### src/rtl/alu_seq_engine.sv
// Word-serial sequential ALU: ADD/SUB, radix-4 Booth MUL, non-restoring DIV.
// Operands and results move one WIDTH-bit word per cycle over INBUS/OUTBUS.
module alu_seq_engine #(
    parameter int WIDTH = 8
) (
    input  logic             clk,
    input  logic             rst_n,
    input  logic             start,
    input  logic [WIDTH-1:0] INBUS,
    output logic [WIDTH-1:0] OUTBUS,
    output logic             finish,
    output logic             busy,
    output logic             err
);

    localparam int AW = WIDTH + 2;
    localparam int CW = $clog2(WIDTH) + 1;
    localparam logic [CW-1:0] MUL_LAST = CW'(WIDTH / 2 - 1);
    localparam logic [CW-1:0] DIV_LAST = CW'(WIDTH - 1);
    localparam logic [CW-1:0] CNT_ONE  = CW'(1);

    localparam logic [1:0] OP_ADD = 2'b00;
    localparam logic [1:0] OP_SUB = 2'b01;
    localparam logic [1:0] OP_MUL = 2'b10;
    localparam logic [1:0] OP_DIV = 2'b11;

    typedef enum logic [3:0] {
        S_IDLE,
        S_READ_OP,
        S_READ_1,
        S_READ_2,
        S_READ_3,
        S_OP_1,
        S_OP_2,
        S_DIV_CORR,
        S_OUT_1,
        S_OUT_2
    } state_t;

    state_t           state_q, state_d;
    logic [1:0]       op_q, op_d;
    logic [AW-1:0]    a_q, a_d;
    logic [WIDTH-1:0] q_q, q_d;
    logic             qm1_q, qm1_d;
    logic [WIDTH-1:0] m_q, m_d;
    logic [CW-1:0]    cnt_q, cnt_d;
    logic [WIDTH-1:0] outbus_q, outbus_d;
    logic             finish_q, finish_d;
    logic             busy_q, busy_d;
    logic             err_q, err_d;

    logic [WIDTH-1:0] addend_b;
    logic [WIDTH:0]   sum;
    logic             ovf;
    logic [AW-1:0]    m_sx;
    logic [AW-1:0]    m_zx;
    logic [AW-1:0]    booth_add;
    logic [AW-1:0]    a_shl;
    logic             div_err;

    always_comb begin
        addend_b = op_q[0] ? ~m_q : m_q;
        sum      = {1'b0, a_q[WIDTH-1:0]} + {1'b0, addend_b}
                 + {{WIDTH{1'b0}}, op_q[0]};
        ovf      = (a_q[WIDTH-1] == addend_b[WIDTH-1])
                 && (sum[WIDTH-1] != a_q[WIDTH-1]);
        m_sx     = {{2{m_q[WIDTH-1]}}, m_q};
        m_zx     = {2'b00, m_q};
        a_shl    = {a_q[WIDTH:0], q_q[WIDTH-1]};
        div_err  = (m_q == '0) || (a_q[WIDTH-1:0] >= m_q);
        // Booth digit from {Q1,Q0,Q-1}: 0, +-M or +-2M
        case ({q_q[1:0], qm1_q})
            3'b001, 3'b010: booth_add = m_sx;
            3'b011:         booth_add = m_sx << 1;
            3'b100:         booth_add = -(m_sx << 1);
            3'b101, 3'b110: booth_add = -m_sx;
            default:        booth_add = '0;
        endcase
    end

    always_comb begin
        state_d = state_q;
        op_d    = op_q;
        a_d     = a_q;
        q_d     = q_q;
        qm1_d   = qm1_q;
        m_d     = m_q;
        cnt_d   = cnt_q;
        err_d   = 1'b0;

        case (state_q)
            S_IDLE: begin
                if (start) state_d = S_READ_OP;
            end
            S_READ_OP: begin
                op_d    = INBUS[1:0];
                state_d = S_READ_1;
            end
            S_READ_1: begin
                if (op_q == OP_MUL) q_d = INBUS;
                else                a_d = {2'b00, INBUS};
                state_d = S_READ_2;
            end
            S_READ_2: begin
                if (op_q == OP_DIV) q_d = INBUS;
                else                m_d = INBUS;
                state_d = S_READ_3;
            end
            S_READ_3: begin
                if (op_q == OP_DIV) m_d = INBUS;
                state_d = S_OP_1;
            end
            S_OP_1: begin
                unique case (op_q)
                    OP_ADD, OP_SUB: begin
                        a_d     = {2'b00, sum[WIDTH-1:0]};
                        q_d     = {{(WIDTH-1){1'b0}}, sum[WIDTH]};
                        err_d   = ovf;
                        state_d = S_OUT_1;
                    end
                    OP_MUL: begin
                        a_d     = a_q + booth_add;
                        state_d = S_OP_2;
                    end
                    OP_DIV: begin
                        if (cnt_q == '0 && div_err) begin
                            err_d   = 1'b1;
                            state_d = S_OUT_1;
                        end else if (cnt_q == '0) begin
                            // first step folds in the initial left shift
                            a_d     = a_shl - m_zx;
                            q_d     = {q_q[WIDTH-2:0], 1'b0};
                            state_d = S_OP_2;
                        end else begin
                            a_d     = a_q[AW-1] ? a_q + m_zx : a_q - m_zx;
                            state_d = S_OP_2;
                        end
                    end
                endcase
            end
            S_OP_2: begin
                cnt_d = cnt_q + CNT_ONE;
                if (op_q == OP_MUL) begin
                    a_d   = {{2{a_q[AW-1]}}, a_q[AW-1:2]};
                    q_d   = {a_q[1:0], q_q[WIDTH-1:2]};
                    qm1_d = q_q[1];
                    state_d = (cnt_q == MUL_LAST) ? S_OUT_1 : S_OP_1;
                end else if (cnt_q == DIV_LAST) begin
                    state_d = S_DIV_CORR;
                end else begin
                    a_d     = a_shl;
                    q_d     = {q_q[WIDTH-2:1], ~a_q[AW-1], 1'b0};
                    state_d = S_OP_1;
                end
            end
            S_DIV_CORR: begin
                if (a_q[AW-1]) a_d = a_q + m_zx;
                q_d     = {q_q[WIDTH-1:1], ~a_q[AW-1]};
                state_d = S_OUT_1;
            end
            S_OUT_1: begin
                err_d   = err_q;
                state_d = S_OUT_2;
            end
            default: begin
                state_d = S_IDLE;
                op_d    = '0;
                a_d     = '0;
                q_d     = '0;
                qm1_d   = 1'b0;
                m_d     = '0;
                cnt_d   = '0;
            end
        endcase

        outbus_d = '0;
        finish_d = 1'b0;
        busy_d   = (state_d != S_IDLE);
        if (state_d == S_OUT_1) begin
            outbus_d = a_d[WIDTH-1:0];
            finish_d = 1'b1;
        end else if (state_d == S_OUT_2) begin
            outbus_d = q_d;
            finish_d = 1'b1;
        end
    end

    always_ff @(posedge clk or negedge rst_n) begin
        if (!rst_n) begin
            state_q  <= S_IDLE;
            op_q     <= '0;
            a_q      <= '0;
            q_q      <= '0;
            qm1_q    <= 1'b0;
            m_q      <= '0;
            cnt_q    <= '0;
            outbus_q <= '0;
            finish_q <= 1'b0;
            busy_q   <= 1'b0;
            err_q    <= 1'b0;
        end else begin
            state_q  <= state_d;
            op_q     <= op_d;
            a_q      <= a_d;
            q_q      <= q_d;
            qm1_q    <= qm1_d;
            m_q      <= m_d;
            cnt_q    <= cnt_d;
            outbus_q <= outbus_d;
            finish_q <= finish_d;
            busy_q   <= busy_d;
            err_q    <= err_d;
        end
    end

    assign OUTBUS = outbus_q;
    assign finish = finish_q;
    assign busy   = busy_q;
    assign err    = err_q;

endmodule

### config.mk
export PLATFORM = sky130hd
export DESIGN_NAME = alu_seq_engine
export DESIGN_NICKNAME = d
export VERILOG_FILES = /design/src/rtl/alu_seq_engine.sv
export SDC_FILE = /design/constraint.sdc
export NUM_CORES = 1
export LEC_CHECK = 0
export CORE_UTILIZATION = 60
export CTS_CLUSTER_SIZE = 28
export DETAILED_ROUTE_END_ITERATION = 10
export PLACE_DENSITY = 0.79
export SLEW_MARGIN = 15
export SYNTH_ARGS = -nofsm -noshare
export SYNTH_HDL_FRONTEND = slang
export SYNTH_SLANG_ARGS = --single-unit
export TNS_END_PERCENT = 20
### constraint.sdc
create_clock -name clk -period 6 [get_ports clk]
set_input_delay 0.9 -clock clk [delete_from_list [all_inputs] [get_ports clk]]
set_output_delay 0.9 -clock clk [all_outputs]
set_load 0.05 [all_outputs]
==> out/qor.yml <==
status: "finished with violations"
failing_checks: "DRC"
timing.critical_path.from_type: "register"
floorplan.core_area_um2: 9200
worstSetupPathType: "register to register"
ys_seq_area_frac: 0.212
crit_path_end_kind: "register"
largest_net_degree_at_the_start_of_global_routing: 49
yosysWarningCount: 0
port_buffers: 21
hold_viol_final: 0
die_height_um: 99.2
final.fill_count: 839
die_width_um: 99.2
synth-seq-cells: 48
crit_family: "compound AO/OA/AOI/OAI gates"
std_cell_rows: 35
layout.nets: 788
grt_antenna_before_repair: 0
final_util: 0.645
fmax_ghz: 0.232
wl_um: 19900
post_cts.resized_instances: 0
clock_tree.buffer_depth: 2
ys_types: 82
detail_route.vias_per_cell: 7.28
clock-root-buffer: "clkbuf_8"
floorplan.initialDensity: 0.616
drtAntennaViolNets: 0
syn_nets: 802
via_count: 6115
fin_crit_sh: 0.717
cpMaxStageDelayCell: "o41ai_1"
class_of_the_tightest_hold_or_removal_check: "register to register"
globalRoute.totalOverflow: 0
max_slew_violations: 0
drt-pass1-iter-count: 9
route.detailed.wl_per_inst_um: 23.7
maxCapViolations: 0
postLayoutCellArea_um2: 5930
area_growth_syn_to_layout_pct: 4.66
ys_dominant_reg_cell: "dfrtp_1"
wire_length_of_the_first_global_routing_pass_um: 30600
cp_num_buf_inv: 1
finClkSkew_ns: 0.0153
worst-path-max-fanout: 8
fin_tns_setup_ns: 0
cts_buffers: 5
global_route.usage.total: 0.404
avgSynthCellArea_um2: 7.62
antenna_cells_inserted: 0
drt_initial_violations: 938
clkSlewWorstSetupHoldPaths_ns: 0.09
synth_cells: 743
netlist_area_um2: 5660
cp_cell_sequence: "inv_1, ha_1, or3b_4, or3_2, nand2_1, xnor2_1, a32oi_1, nor2_1, a221o_1, ha_1, o41ai_1, xnor2_1, a221oi_2, o221ai_1, o2bb2ai_1"
grt_pass1_vias: 5448
placement.cell_area_um2: 5850
io_pins: 22
worst-endpoint-arrival_ns: 4.48
worstMarginPinSlew_ns: 1.00
layout_cells_sized_above_1: 0.0494
worst_slew_margin_rel: 0.333
cts_tree: "built"
latest_clock_arrival_within_the_worst_skew_pair_ns: 0.31
remaining_drc_errors: 4
finalSetupViolCount: 0
number_of_enable_flip_flop_cells_after_synthesis: 0
hpwl_um: 15000
unrepaired_setup_endpoints_after_global_routing: "no"
cts_post_setup_buffers_inserted: 0
critPathMaxStageDelay_ns: 0.50
cts_sinks: 48
h-tree-depth: 2
floorplan.die_area_um2: 9830
cp_data_required_time_ns: 6.18
cts_hold_buffers: 0
routabilityCongestion: 1.06
ys_async_sr_fraction: 1.00
final.min_clock_period_ns: 4.30
## per-layer routing
layer  vias to the layer above  global-route usage  wire length (µm)
li1                       2719                   -                 -
met1                      2917               0.576              8350
met2                       407               0.621              8570
met3                        72              0.0745              2290
met4                         0               0.131               726
met5                         -                   0                 0
## layout make-up
| type | instances | area (µm²) | share of cell area |
|---|---|---|---|
| inverter | 34 | 128 | 0.0215 |
| sequential | 48 | 1200 | 0.203 |
| tap | 111 | 139 | 0.0234 |
| clock inverter | 1 | 5.00 | 0.000844 |
| multi-input combinational | 613 | 4130 | 0.697 |
| timing repair buffer | 27 | 253 | 0.0426 |
| clock buffer | 6 | 72.6 | 0.0122 |
## cells by family (layout without fill, tap and decap cells)
family,Yosys count,in the layout,share of synthesized area
AO/OA/AOI/OAI,268,268,0.326
XOR/XNOR,41,41,0.0634
adder cells (fa/ha/maj),48,48,0.113
buffers and inverters,82,68,0.0588
flip-flops,48,48,0.212
multiplexers,10,10,0.0177
AND/OR/NAND/NOR,246,246,0.209
## stage by stage
step | instances | setup WS (ns) | hold WS [ns]
floorplan | 743 | 2.25 | 0.517
global route | 840 | 1.56 | 0.583
detailed placement | 833 | 1.80 | 0.511
global placement | 833 | 1.86 | 0.510
CTS | 840 | 1.78 | 0.537
finish | 840 | 1.70 | 0.551
## cell usage in the layout, fill, tap and decap left out, drive strengths merged, types with 11 or more instances in the layout
cell,count
nor2,66
nor3,17
inv,34
nand2,83
o21ai,73
nand3,18
a21o,11
a211oi,11
clkdlybuf4s50,20
o211ai,12
nor2b,16
xor2,16
ha,43
a21oi,49
xnor2,25
dfrtp,48
a31oi,12
## synthesized netlist by cell type, types with 6 or more instances
| cell | n | area, µm² |
|---|---|---|
| ha_1 | 43 | 538 |
| nor3_1 | 16 | 80.1 |
| inv_1 | 32 | 120 |
| or3_1 | 7 | 43.8 |
| o211ai_1 | 12 | 90.1 |
| a32oi_1 | 7 | 61.3 |
| nor2_1 | 64 | 240 |
| o21bai_1 | 6 | 45.0 |
| a22o_1 | 8 | 70.1 |
| clkbuf_1 | 40 | 150 |
| a21o_1 | 11 | 82.6 |
| nand2_1 | 83 | 312 |
| o21ai_1 | 6 | 30.0 |
| a211oi_1 | 9 | 67.6 |
| a31oi_1 | 12 | 75.1 |
| mux2i_1 | 10 | 100 |
| dfrtp_1 | 48 | 1200 |
| o21ai_0 | 66 | 330 |
| o21a_1 | 10 | 75.1 |
| xor2_1 | 16 | 140 |
| nor2b_1 | 16 | 100 |
| xnor2_1 | 25 | 219 |
| nand3_1 | 17 | 85.1 |
| a21oi_1 | 48 | 240 |
| nand4_1 | 6 | 37.5 |
| nand2b_1 | 7 | 43.8 |
| a221o_1 | 9 | 90.1 |
| a22oi_1 | 6 | 45.0 |
## worst register-to-register path, stage by stage (launching register included)
cell       delay (ns)
dfrtp_1          0.48
inv_1            0.25
ha_1             0.26
or3b_4           0.43
or3_2            0.44
nand2_1          0.10
xnor2_1          0.09
a32oi_1          0.18
nor2_1           0.06
a221o_1          0.30
ha_1             0.23
o41ai_1          0.50
xnor2_1          0.19
a221oi_2         0.30
o221ai_1         0.19
o2bb2ai_1        0.17
## registers in the layout, indices dropped and copies added, names as in the netlist, 2 cells and up
name,flops
op_q,2
q_q,8
a_q,10
OUTBUS,8
state_q,4
m_q,8
cnt_q,4
## path summary, 6_finish.rpt
| check | end | cells past startpoint | slack, ns | startpoint |
|---|---|---|---|---|
| max | OUTBUS[7]$_DFF_PN0_ | 15 | 1.70 | m_q[1]$_DFFE_PN0P_ |
| min | err$_DFFE_PN0P_ | 2 | 0.55 | err$_DFFE_PN0P_ |
| max reg2reg | OUTBUS[7]$_DFF_PN0_ | 15 | 1.70 | m_q[1]$_DFFE_PN0P_ |
| min reg2reg | err$_DFFE_PN0P_ | 2 | 0.55 | err$_DFFE_PN0P_ |
| max in group asynchronous | m_q[1]$_DFFE_PN0P_ | 1 | 4.96 | rst_n |
| min in group asynchronous | m_q[7]$_DFFE_PN0P_ | 1 | 0.59 | rst_n |
Power is left out: the tool's default activity adds up to more than one toggle a clock period on the data nets, which glitch-free logic cannot reach.
